## config.mk

```make
export PLATFORM = sky130hd
export DESIGN_NAME = bimodal_bht_2way
export DESIGN_NICKNAME = d
export VERILOG_FILES = /design/src/rtl/bimodal_bht_2way_pkg.sv /design/src/rtl/sat_cnt2_update.sv /design/src/rtl/bimodal_bht_2way.sv
export SDC_FILE = /design/constraint.sdc
export NUM_CORES = 1
export LEC_CHECK = 0
export BUFFER_PORTS_ARGS = -buffer_cell sky130_fd_sc_hd__buf_2
export CAP_MARGIN = 30
export CORE_MARGIN = 2
export CORE_UTILIZATION = 64
export DETAILED_ROUTE_END_ITERATION = 8
export GPL_ROUTABILITY_DRIVEN = 0
export PLACE_DENSITY_LB_ADDON = 0.2
export SYNTH_ARGS = -nofsm -noshare
export SYNTH_HDL_FRONTEND = slang
export SYNTH_SLANG_ARGS = --single-unit
```

## constraint.sdc

```tcl
create_clock -name clock -period 9.65 [get_ports clock]
set_input_delay 0.4825 -clock clock [delete_from_list [all_inputs] [get_ports clock]]
set_output_delay 0.4825 -clock clock [all_outputs]
set_load 0.01 [all_outputs]
```

## src/rtl/bimodal_bht_2way_pkg.sv

```systemverilog
`default_nettype none
// ============================================================================
//  Module      : bimodal_bht_2way_pkg
//  Description : Shared types, counter constants and PC-to-index helper for
//                the two-way bimodal branch history table.
//  Revision    : 1.0 - initial release
// ============================================================================
package bimodal_bht_2way_pkg;

    typedef logic [1:0] cnt2_t;

    localparam cnt2_t SNT = 2'd0;
    localparam cnt2_t WNT = 2'd1;
    localparam cnt2_t WT  = 2'd2;
    localparam cnt2_t ST  = 2'd3;

    // Word-aligned PC bits select the counter; upper bits alias by design.
    function automatic logic [63:0] bht_index(input logic [63:0] pc,
                                              input int unsigned idx_w);
        return (pc >> 2) & ((64'd1 << idx_w) - 64'd1);
    endfunction

endpackage
`default_nettype wire

```

## src/rtl/sat_cnt2_update.sv

```systemverilog
`default_nettype none
// ============================================================================
//  Module      : sat_cnt2_update
//  Description : Combinational next state of one 2-bit saturating counter.
//  Revision    : 1.0 - initial release
// ============================================================================
module sat_cnt2_update
    import bimodal_bht_2way_pkg::*;
(
    input  cnt2_t cnt,
    input  logic  taken,
    input  logic  valid,
    output cnt2_t cnt_next
);

    always_comb begin
        cnt_next = cnt;
        if (valid) begin
            if (taken) begin
                if (cnt != ST) cnt_next = cnt + 2'd1;
            end else begin
                if (cnt != SNT) cnt_next = cnt - 2'd1;
            end
        end
    end

endmodule
`default_nettype wire

```

## src/rtl/bimodal_bht_2way.sv

```systemverilog
`default_nettype none
// ============================================================================
//  Module      : bimodal_bht_2way
//  Description : Two-way bimodal predictor: zero-latency dual lookup at fetch,
//                dual saturating-counter training at retirement.
//  Revision    : 1.0 - initial release
// ============================================================================
module bimodal_bht_2way
    import bimodal_bht_2way_pkg::*;
#(
    parameter int    BHT_ENTRIES = 64,
    parameter int    IDX_W       = 6,
    parameter cnt2_t CNT_RESET   = WNT
) (
    input  logic        clock,
    input  logic        reset,
    input  logic [63:0] if_inst1_pc,
    input  logic [63:0] if_inst2_pc,
    input  logic        if_inst1_valid,
    input  logic        if_inst2_valid,
    input  logic        rt_br1_valid,
    input  logic [63:0] rt_br1_pc,
    input  logic        rt_br1_taken,
    input  logic        rt_br2_valid,
    input  logic [63:0] rt_br2_pc,
    input  logic        rt_br2_taken,
    output logic        inst1_pred_taken,
    output logic        inst2_pred_taken,
    output logic [1:0]  inst1_pred_cnt,
    output logic [1:0]  inst2_pred_cnt
);

    logic [IDX_W-1:0] w_lk1_idx;
    logic [IDX_W-1:0] w_lk2_idx;
    logic [IDX_W-1:0] w_rt1_idx;
    logic [IDX_W-1:0] w_rt2_idx;
    cnt2_t            w_table [BHT_ENTRIES];
    cnt2_t            w_rd1;
    cnt2_t            w_rd2;

    assign w_lk1_idx = IDX_W'(bht_index(if_inst1_pc, IDX_W));
    assign w_lk2_idx = IDX_W'(bht_index(if_inst2_pc, IDX_W));
    assign w_rt1_idx = IDX_W'(bht_index(rt_br1_pc, IDX_W));
    assign w_rt2_idx = IDX_W'(bht_index(rt_br2_pc, IDX_W));

    generate
        for (genvar gi = 0; gi < BHT_ENTRIES; gi++) begin : g_entry
            localparam logic [IDX_W-1:0] c_idx = IDX_W'(gi);

            cnt2_t r_cnt;
            cnt2_t w_step1;
            cnt2_t w_step2;
            logic  w_hit1;
            logic  w_hit2;

            assign w_hit1 = rt_br1_valid && (w_rt1_idx == c_idx);
            assign w_hit2 = rt_br2_valid && (w_rt2_idx == c_idx);

            // Older branch trains first; the younger one sees its result.
            sat_cnt2_update u_step1 (
                .cnt      (r_cnt),
                .taken    (rt_br1_taken),
                .valid    (w_hit1),
                .cnt_next (w_step1)
            );

            sat_cnt2_update u_step2 (
                .cnt      (w_step1),
                .taken    (rt_br2_taken),
                .valid    (w_hit2),
                .cnt_next (w_step2)
            );

            always_ff @(posedge clock or posedge reset) begin
                if (reset) r_cnt <= CNT_RESET;
                else       r_cnt <= w_step2;
            end

            assign w_table[gi] = r_cnt;
        end
    endgenerate

    assign w_rd1 = w_table[w_lk1_idx];
    assign w_rd2 = w_table[w_lk2_idx];

    assign inst1_pred_cnt   = reset ? CNT_RESET : w_rd1;
    assign inst2_pred_cnt   = reset ? CNT_RESET : w_rd2;
    assign inst1_pred_taken = ~reset & if_inst1_valid & w_rd1[1];
    assign inst2_pred_taken = ~reset & if_inst2_valid & w_rd2[1];

endmodule
`default_nettype wire

```

After elaboration in Yosys (flattened, before gate mapping)
Cells that the tools add are included.
- register bits: 128
- latch bits: 0
- memory bits (writable): 0
- memory bits (read-only): 0
- bits of input ports: 264
- logic and storage cells: 1361
- memories: 0
- add/subtract/negate cells: 256
- multiply operators: 0
- divide/modulo/power cells: 0
- order comparisons: 2
- eq/ne operators: 254
- shift operators: 0
- muxes and demuxes: 520
- bitwise gates (word level): 7
- reduce and logical (&&, ||, !) cells: 258
- operators with widths (kind ; number):
    2-bit 2-to-1 mux ; 518
    6-bit == test, second input constant ; 64
    2-bit by 1-bit adder with 2-bit output, second input constant ; 128
    2-bit != test, second input constant ; 128
    2-bit nonzero test ; 128
    2-bit by 1-bit subtractor with 2-bit output, second input constant ; 128
    6-bit by 5-bit == test with 1-bit output, second input constant ; 32
    1-bit logical AND ; 128
    6-bit by 4-bit == test with 1-bit output, second input constant ; 16
    6-bit by 3-bit == test with 1-bit output, second input constant ; 8
    2-bit binary-select mux with 6-bit select ; 2
    6-bit by 2-bit == test with 1-bit output, second input constant ; 4
    7-bit >= comparator, second input constant ; 2
    6-bit inverter with 7-bit output ; 2
    6-bit by 1-bit == test with 1-bit output, second input constant ; 2
    6-bit logical NOT ; 2
    1-bit bitwise AND ; 4
    1-bit inverter ; 1

Longest topological paths before layout
Gate-level depths: netlist of run 1.
- word-level depth: 8
- gate-level depth with buffers: 9

By module
From an unflattened synthesis of run 1, not the netlist that was laid out.
- cells, all modules: 1698
- area total of the unflattened synthesis: 14477.6 um2
- by module, submodules not included (module ; instances ; cells each ; area an instance (um2) ; seq. area each (um2)):
    sat_cnt2_update ; 128 ; 9 ; 62.6 ; 0.0
    bimodal_bht_2way ; 1 ; 546 ; 6470.0 ; 3283.1

Least setup slack after synthesis of run 1
No wires, ideal clock.
- path type: input to output
- start point: input port reset
- end point: output port inst1_pred_cnt[0]
- arrival time: 4184 ps
- slack: 4983 ps
- stages on the path: 4
- cell sequence: inv_1 -> o311ai_0 -> a2111oi_0 -> a41oi_1
- word-level cells in the longest chain between the ends: 1
- ends and longest elaborated chain (what ; line ; source):
    from (decl) ; bimodal_bht_2way.sv:16 ; input logic reset,
    2-bit 2-to-1 mux ; bimodal_bht_2way.sv:86 ; assign inst1_pred_cnt = reset ? CNT_RESET : w_rd1;
    to (decl) ; bimodal_bht_2way.sv:29 ; output logic [1:0] inst1_pred_cnt,
Every way passes these cells.

Final worst setup path of run 1
- start point: input port if_inst2_pc[3]
- end point: output port inst2_pred_taken
- word-level cells in the longest chain between the ends: 5
- ends and longest elaborated chain (what ; line ; source):
    from (decl) ; bimodal_bht_2way.sv:18 ; input logic [63:0] if_inst2_pc,
    6-bit inverter with 7-bit output (not written as such) ; bimodal_bht_2way.sv:84 ; assign w_rd2 = w_table[w_lk2_idx];
    2-bit binary-select mux with 6-bit select ; bimodal_bht_2way.sv:84 ;
    2-bit 2-to-1 mux (not written as such) (2 in series) ; bimodal_bht_2way.sv:84 ;
    1-bit bitwise AND ; bimodal_bht_2way.sv:89 ; assign inst2_pred_taken = ~reset & if_inst2_valid & w_rd2[1];
    to (decl) ; bimodal_bht_2way.sv:28 ; output logic inst2_pred_taken,
Every way passes these cells. The select of a mux whose other input is x is not followed.

==> results of run 1 <==
## Yosys cell counts (17+ instances only)
master       n
nor2_1     348
clkbuf_1   225
o21ai_0    200
nand2_1    132
a21oi_1     99
a211oi_1    91
a311oi_1    71
mux2i_1     68
dfrtp_1     64
dfstp_2     64
maj3_1      64
a31oi_1     62
nor4_1      47
inv_1       46
o221ai_1    46
or3_1       46
mux4_2      45
buf_2       44
and3_1      43
o2111ai_1   41
a32oi_1     37
nor2_2      33
nand3_1     31
a2111oi_0   25
mux2_2      21
o22ai_1     18
nor2_4      17
nor3_1      17
## how the worst max path moves through the flow
stage | slack (ns) | from | cells past startpoint | endpoint
after detailed placement | 5.87 | reset | 7 | inst1_pred_cnt[0]
after global routing | 5.92 | reset | 8 | inst1_pred_cnt[0]
after CTS | 5.88 | reset | 7 | inst1_pred_cnt[0]
final | 6.10 | if_inst2_pc[3] | 8 | inst2_pred_taken
after global placement | 5.97 | reset | 7 | inst1_pred_cnt[0]
after floorplan | 4.98 | reset | 4 | inst1_pred_cnt[0]
## metrics by stage
stage	hold slack, ns	total power, mW	worst slack [ns]
after CTS	0.241	1.54	5.88
after global placement	0.667	0.861	5.97
final	0.235	1.55	6.10
after detailed placement	0.680	0.868	5.87
after global routing	0.281	1.59	5.92
after floorplan	0.679	0.795	4.98
## power by group
part / internal (mW) / switching, mW
Sequential: 0.549 / 0.0293
Combinational: 0.0922 / 0.205
Clock: 0.383 / 0.293
## cell type report
cell class / instances / area, µm²
multi-input cells: 1824 / 12500
fillers: 2234 / 9270
flip-flops and latches: 128 / 3280
clock buffers: 21 / 480
well taps: 341 / 427
repair buffers: 61 / 398
inverters: 47 / 184
clock inverters: 11 / 106
diodes: 5 / 12.5
## metal layers
layer  part of all wire  wire [µm]  global-route usage  vias up
li1                   -          -                   -     8390
met1               0.38      21400               0.504     8840
met2               0.44      24900               0.595     1319
met3               0.12       6810              0.0839      303
met4              0.061       3430               0.250        2
met5            0.00019         11                   0        -
## kinds of logic (layout without fill, tap and decap cells)
group | Yosys count | after routing | synth area share
AOI/OAI and AO/OA | 785 | 785 | 0.313
adders and majority gates | 64 | 64 | 0.0372
xor gates and xnor gates | 5 | 5 | 0.00254
DFF | 128 | 128 | 0.191
muxes | 141 | 141 | 0.117
buffers and inverters | 342 | 140 | 0.0837
other | 0 | 5 | 0
and+or+nand+nor | 829 | 829 | 0.256
==> impl_metrics.py, run 1 <==
metrics = {
    "die": {
        "initial_core_util": 0.646,
        "core_um2": 26700,
        "io_pins": 270,
        "die_area_um2": 28200,
        "rows": 60,
        "die_h_um": 168,
        "fp.dieW_um": 168,
    },
    "worst_setup_path": {
        "rr_endpoint": "g_entry[37].r_cnt[0]",
        "startpoint_type": "primary input",
        "crit_type": "primary input to output port",
        "cpMaxStageDelayCell": "mux4_2",
        "crit_arrival_ns": 3.06,
        "cp-end-kind": "output port",
        "r2r_setup_slack_ns": 8.03,
        "worstPathMaxFanout": 44,
        "worstRegToRegCells": 5,
        "path_delay_family": "buffers and inverters",
        "path_cells": "buf_2 -> buf_4 -> mux4_2 -> o22ai_1 -> nor4b_1 -> nor4_1 -> o21ai_0 -> buf_2",
        "critPathRequiredTime_ns": 9.17,
        "r2r-start": "g_entry[37].r_cnt[0]",
        "path_common_cell": "buf_2",
        "crit_buf_inv": 3,
        "cpPeakStageDelay_ns": 0.58,
    },
    "cts": {
        "clk_latency_ns": 0.44,
        "numCtsBuffers": 17,
        "cts_resized": 0,
        "cts_tree": "yes",
        "clock_sinks": 128,
        "clk_path_buf_depth": 2,
        "htreeDepth": 4,
        "cts_setup_buffers": 0,
        "cts.reportedPaths.clkPinSlew_ns": 0.07,
        "cts_root_buf": "clkbuf_16",
        "ctsHoldBuffers": 0,
    },
    "logic_synthesis": {
        "ys_ff_latch": 128,
        "netlist_area_um2": 17200,
        "async_flop_share": 1.00,
        "synth.area.top_cells": "dfstp_2, dfrtp_1, nor2_1",
        "netlist_instances": 2294,
        "synth.top_cell.area_share": 0.0977,
        "synth_ff_type": "dfstp_2",
        "synth-edff-count": 0,
        "ys_seq_area_frac": 0.191,
        "synth_nets": 2558,
        "synth_cell_type_count": 86,
        "yosysWarningCount": 0,
        "yosys.area.top_type": "dfstp_2",
        "avgSynthCellArea_um2": 7.50,
    },
    "timing": {
        "final.min_clock_period_ns": 3.55,
        "worst-slew-pin-transition_ns": 1.07,
        "rsz0062_at_grt": "false",
        "post-route-period-util": 0.367,
        "tns_ns": 0,
        "max_freq_ghz": 0.282,
        "finClkSkew_ns": 0.0152,
        "finalMaxSlewViolations": 0,
        "report.final.setup_viol": 0,
        "hold_viol": 0,
        "maxSlewHeadroom": 0.287,
    },
    "power": {
        "leakage_nw": 5.22,
        "ir_worst_vdd_mv": 0.0996,
        "p_per_area_nw_per_um2": 89.3,
    },
    "placement": {
        "dpl_cell_area_um2": 16800,
        "hpwl_mm": 34.8,
        "port_buffers": 37,
        "dp.cells": 2400,
    },
    "final_layout": {
        "largest_register": "g_entry.r_cnt",
        "layout_commonest_cell": "nor2_1",
        "largestRegisters": "g_entry.r_cnt: 128 flops",
        "design_area_um2": 17400,
        "fin_cells": 2438,
        "fin_util": 0.652,
        "syn_to_final_growth_pct": 1.00,
        "final_layout_size_suffix_gt1_frac": 0.154,
        "largest_reg_flops": 128,
        "final_nets": 2343,
        "layout_common_cells": "nor2_1, o21ai_0, nand2_1",
    },
    "global_route": {
        "antenna_found_initial": 4,
        "grt_max_degree": 95,
        "grt_pass1_wl_mm": 89.1,
        "grt_pass1_vias": 17000,
        "grt-ovfl-total": 0,
        "track_usage": 0.390,
    },
    "route": {
        "drtAntennaViolNets": 0,
        "drtIter0Drc": 2693,
        "wl_per_cell_um": 23.2,
        "via_per_inst": 7.73,
        "drc": 0,
        "vias": 18900,
        "first_pass_iters": 6,
        "wl_mm": 56.6,
    },
    "hold_path": {
        "min_path_type": "primary input to asynchronous set/reset pin",
    },
    "outcome": {
        "outcome": "finished clean",
    },
    "job": {
        "cap_viol_max_count": 0,
    },
}
No activity file was read; power rests on OpenSTA's default activity.
==> run 2: changes to the inputs <==
- CORE_UTILIZATION: 64 -> 60
- clock period: 9.65 -> 3.5 ns (I/O delays scaled with it)
==> impl_metrics.py, run 2 (synthesis gave the netlist of run 1 again) <==
metrics = {
    "power": {
        "leakage_nw": 5.31,
        "p_per_area_nw_per_um2": 242,
        "power_mw": 4.25,
        "ir_worst_vdd_mv": 0.308,
    },
    "placement": {
        "hpwl_mm": 36.7,
        "port_buffers": 37,
    },
    "route": {
        "drtIter0Drc": 2624,
        "vias": 18600,
        "wl_per_cell_um": 22.5,
        "wl_mm": 56.1,
        "first_pass_iters": 6,
        "drc": 0,
        "drtAntennaViolNets": 0,
        "via_per_inst": 7.44,
    },
    "die": {
        "die_h_um": 173,
        "initial_core_util": 0.605,
        "rows": 62,
        "die_area_um2": 30100,
        "fp.dieW_um": 173,
        "core_um2": 28500,
        "io_pins": 270,
    },
    "worst_setup_path": {
        "startpoint_type": "register",
        "critPathRequiredTime_ns": 3.32,
        "r2r-start": "g_entry[47].r_cnt[0]",
        "crit_type": "register to output port",
        "worstRegToRegCells": 5,
        "worstPathMaxFanout": 11,
        "cp-end-kind": "output port",
        "crit_arrival_ns": 3.08,
        "r2r_setup_slack_ns": 1.80,
        "rr_endpoint": "g_entry[47].r_cnt[0]",
    },
    "cts": {
        "htreeDepth": 4,
        "cts_root_buf": "clkbuf_16",
        "ctsHoldBuffers": 0,
        "cts_resized": 0,
        "clock_sinks": 128,
        "cts_setup_buffers": 0,
        "numCtsBuffers": 17,
        "cts.reportedPaths.clkPinSlew_ns": 0.06,
        "clk_latency_ns": 0.45,
        "cts_tree": "yes",
        "clk_path_buf_depth": 2,
    },
    "timing": {
        "worst-slew-pin-transition_ns": 1.07,
        "tns_ns": 0,
        "finalMaxSlewViolations": 0,
        "final.min_clock_period_ns": 3.25,
        "post-route-period-util": 0.929,
        "max_freq_ghz": 0.308,
        "finClkSkew_ns": 0.00806,
        "report.final.setup_viol": 0,
        "hold_viol": 0,
        "rsz0062_at_grt": "false",
        "maxSlewHeadroom": 0.287,
        "whs_ns": 0.0169,
    },
    "hold_path": {
        "min_path_type": "primary input to asynchronous set/reset pin",
    },
    "final_layout": {
        "final_nets": 2361,
        "layout_commonest_cell": "nor2_1",
        "layout_common_cells": "nor2_1, o21ai_0, nand2_1",
        "largestRegisters": "g_entry.r_cnt: 128 flops",
        "syn_to_final_growth_pct": 2.14,
        "fill_cells": 2563,
        "final_layout_size_suffix_gt1_frac": 0.160,
        "fin_util": 0.617,
        "largest_register": "g_entry.r_cnt",
        "largest_reg_flops": 128,
    },
    "global_route": {
        "grt_pass1_wl_mm": 89.8,
        "grt_pass1_vias": 16800,
        "antenna_found_initial": 1,
        "grt_max_degree": 93,
        "track_usage": 0.366,
        "grt-ovfl-total": 0,
    },
    "job": {
        "cap_viol_max_count": 0,
    },
    "outcome": {
        "outcome": "finished clean",
    },
}
==> run 2: metrics by stage <==
step	worst slack, ns	area [µm²]	cells
after floorplan	0.714	17200	2294
after global placement	0.790	17000	2461
after detailed placement	0.779	17000	2461
after CTS	0.480	17500	2493
after global routing	0.345	17600	2495
final	0.249	17600	2495
==> run 2: how the worst max path moves through the flow <==
stage,startpoint,end,slack [ns],depth (start not counted)
2_1_floorplan,reset,inst1_pred_taken,0.71,4
3_3_place_gp,if_inst1_pc[3],inst1_pred_cnt[0],0.79,6
3_5_place_dp,if_inst1_pc[3],inst1_pred_cnt[0],0.78,6
4_1_cts,g_entry[29].r_cnt[0],inst1_pred_cnt[0],0.48,6
5_1_grt,g_entry[4].r_cnt[1],inst2_pred_taken,0.34,6
6_report,g_entry[30].r_cnt[0],inst1_pred_cnt[0],0.25,6
==> run 2: per-layer routing <==
metal  GRT usage  part of all wire  vias up
li1            -                 -     8439
met1       0.476              0.39     8798
met2       0.573              0.45     1079
met3      0.0673              0.10      239
met4       0.212             0.056        0
met5           0                 0        -
==> run 2: area by class of cell <==
type / instances / area (µm²) / share of cell area
repair buffers: 79 / 571 / 0.0325
multi-input cells: 1824 / 12500 / 0.711
flip-flops and latches: 128 / 3280 / 0.187
clock inverters: 11 / 116 / 0.00662
inverters: 47 / 183 / 0.0104
clock buffers: 21 / 450 / 0.0256
diodes: 1 / 2.50 / 0.000142
well taps: 384 / 480 / 0.0273
==> run 2: critical path, cell delays in order, from the launching register on <==
cell and delay (ns):
dfstp_2 0.64, inv_1 0.12, mux4_2 0.54, o311ai_0 0.55
a2111oi_0 0.14, a41oi_1 0.42, buf_2 0.22
==> run 2: where the power goes <==
group | internal (mW) | switching (mW) | total (mW)
logic | 0.270 | 0.565 | 0.834
registers | 1.51 | 0.0793 | 1.59
clock network | 1.06 | 0.764 | 1.82
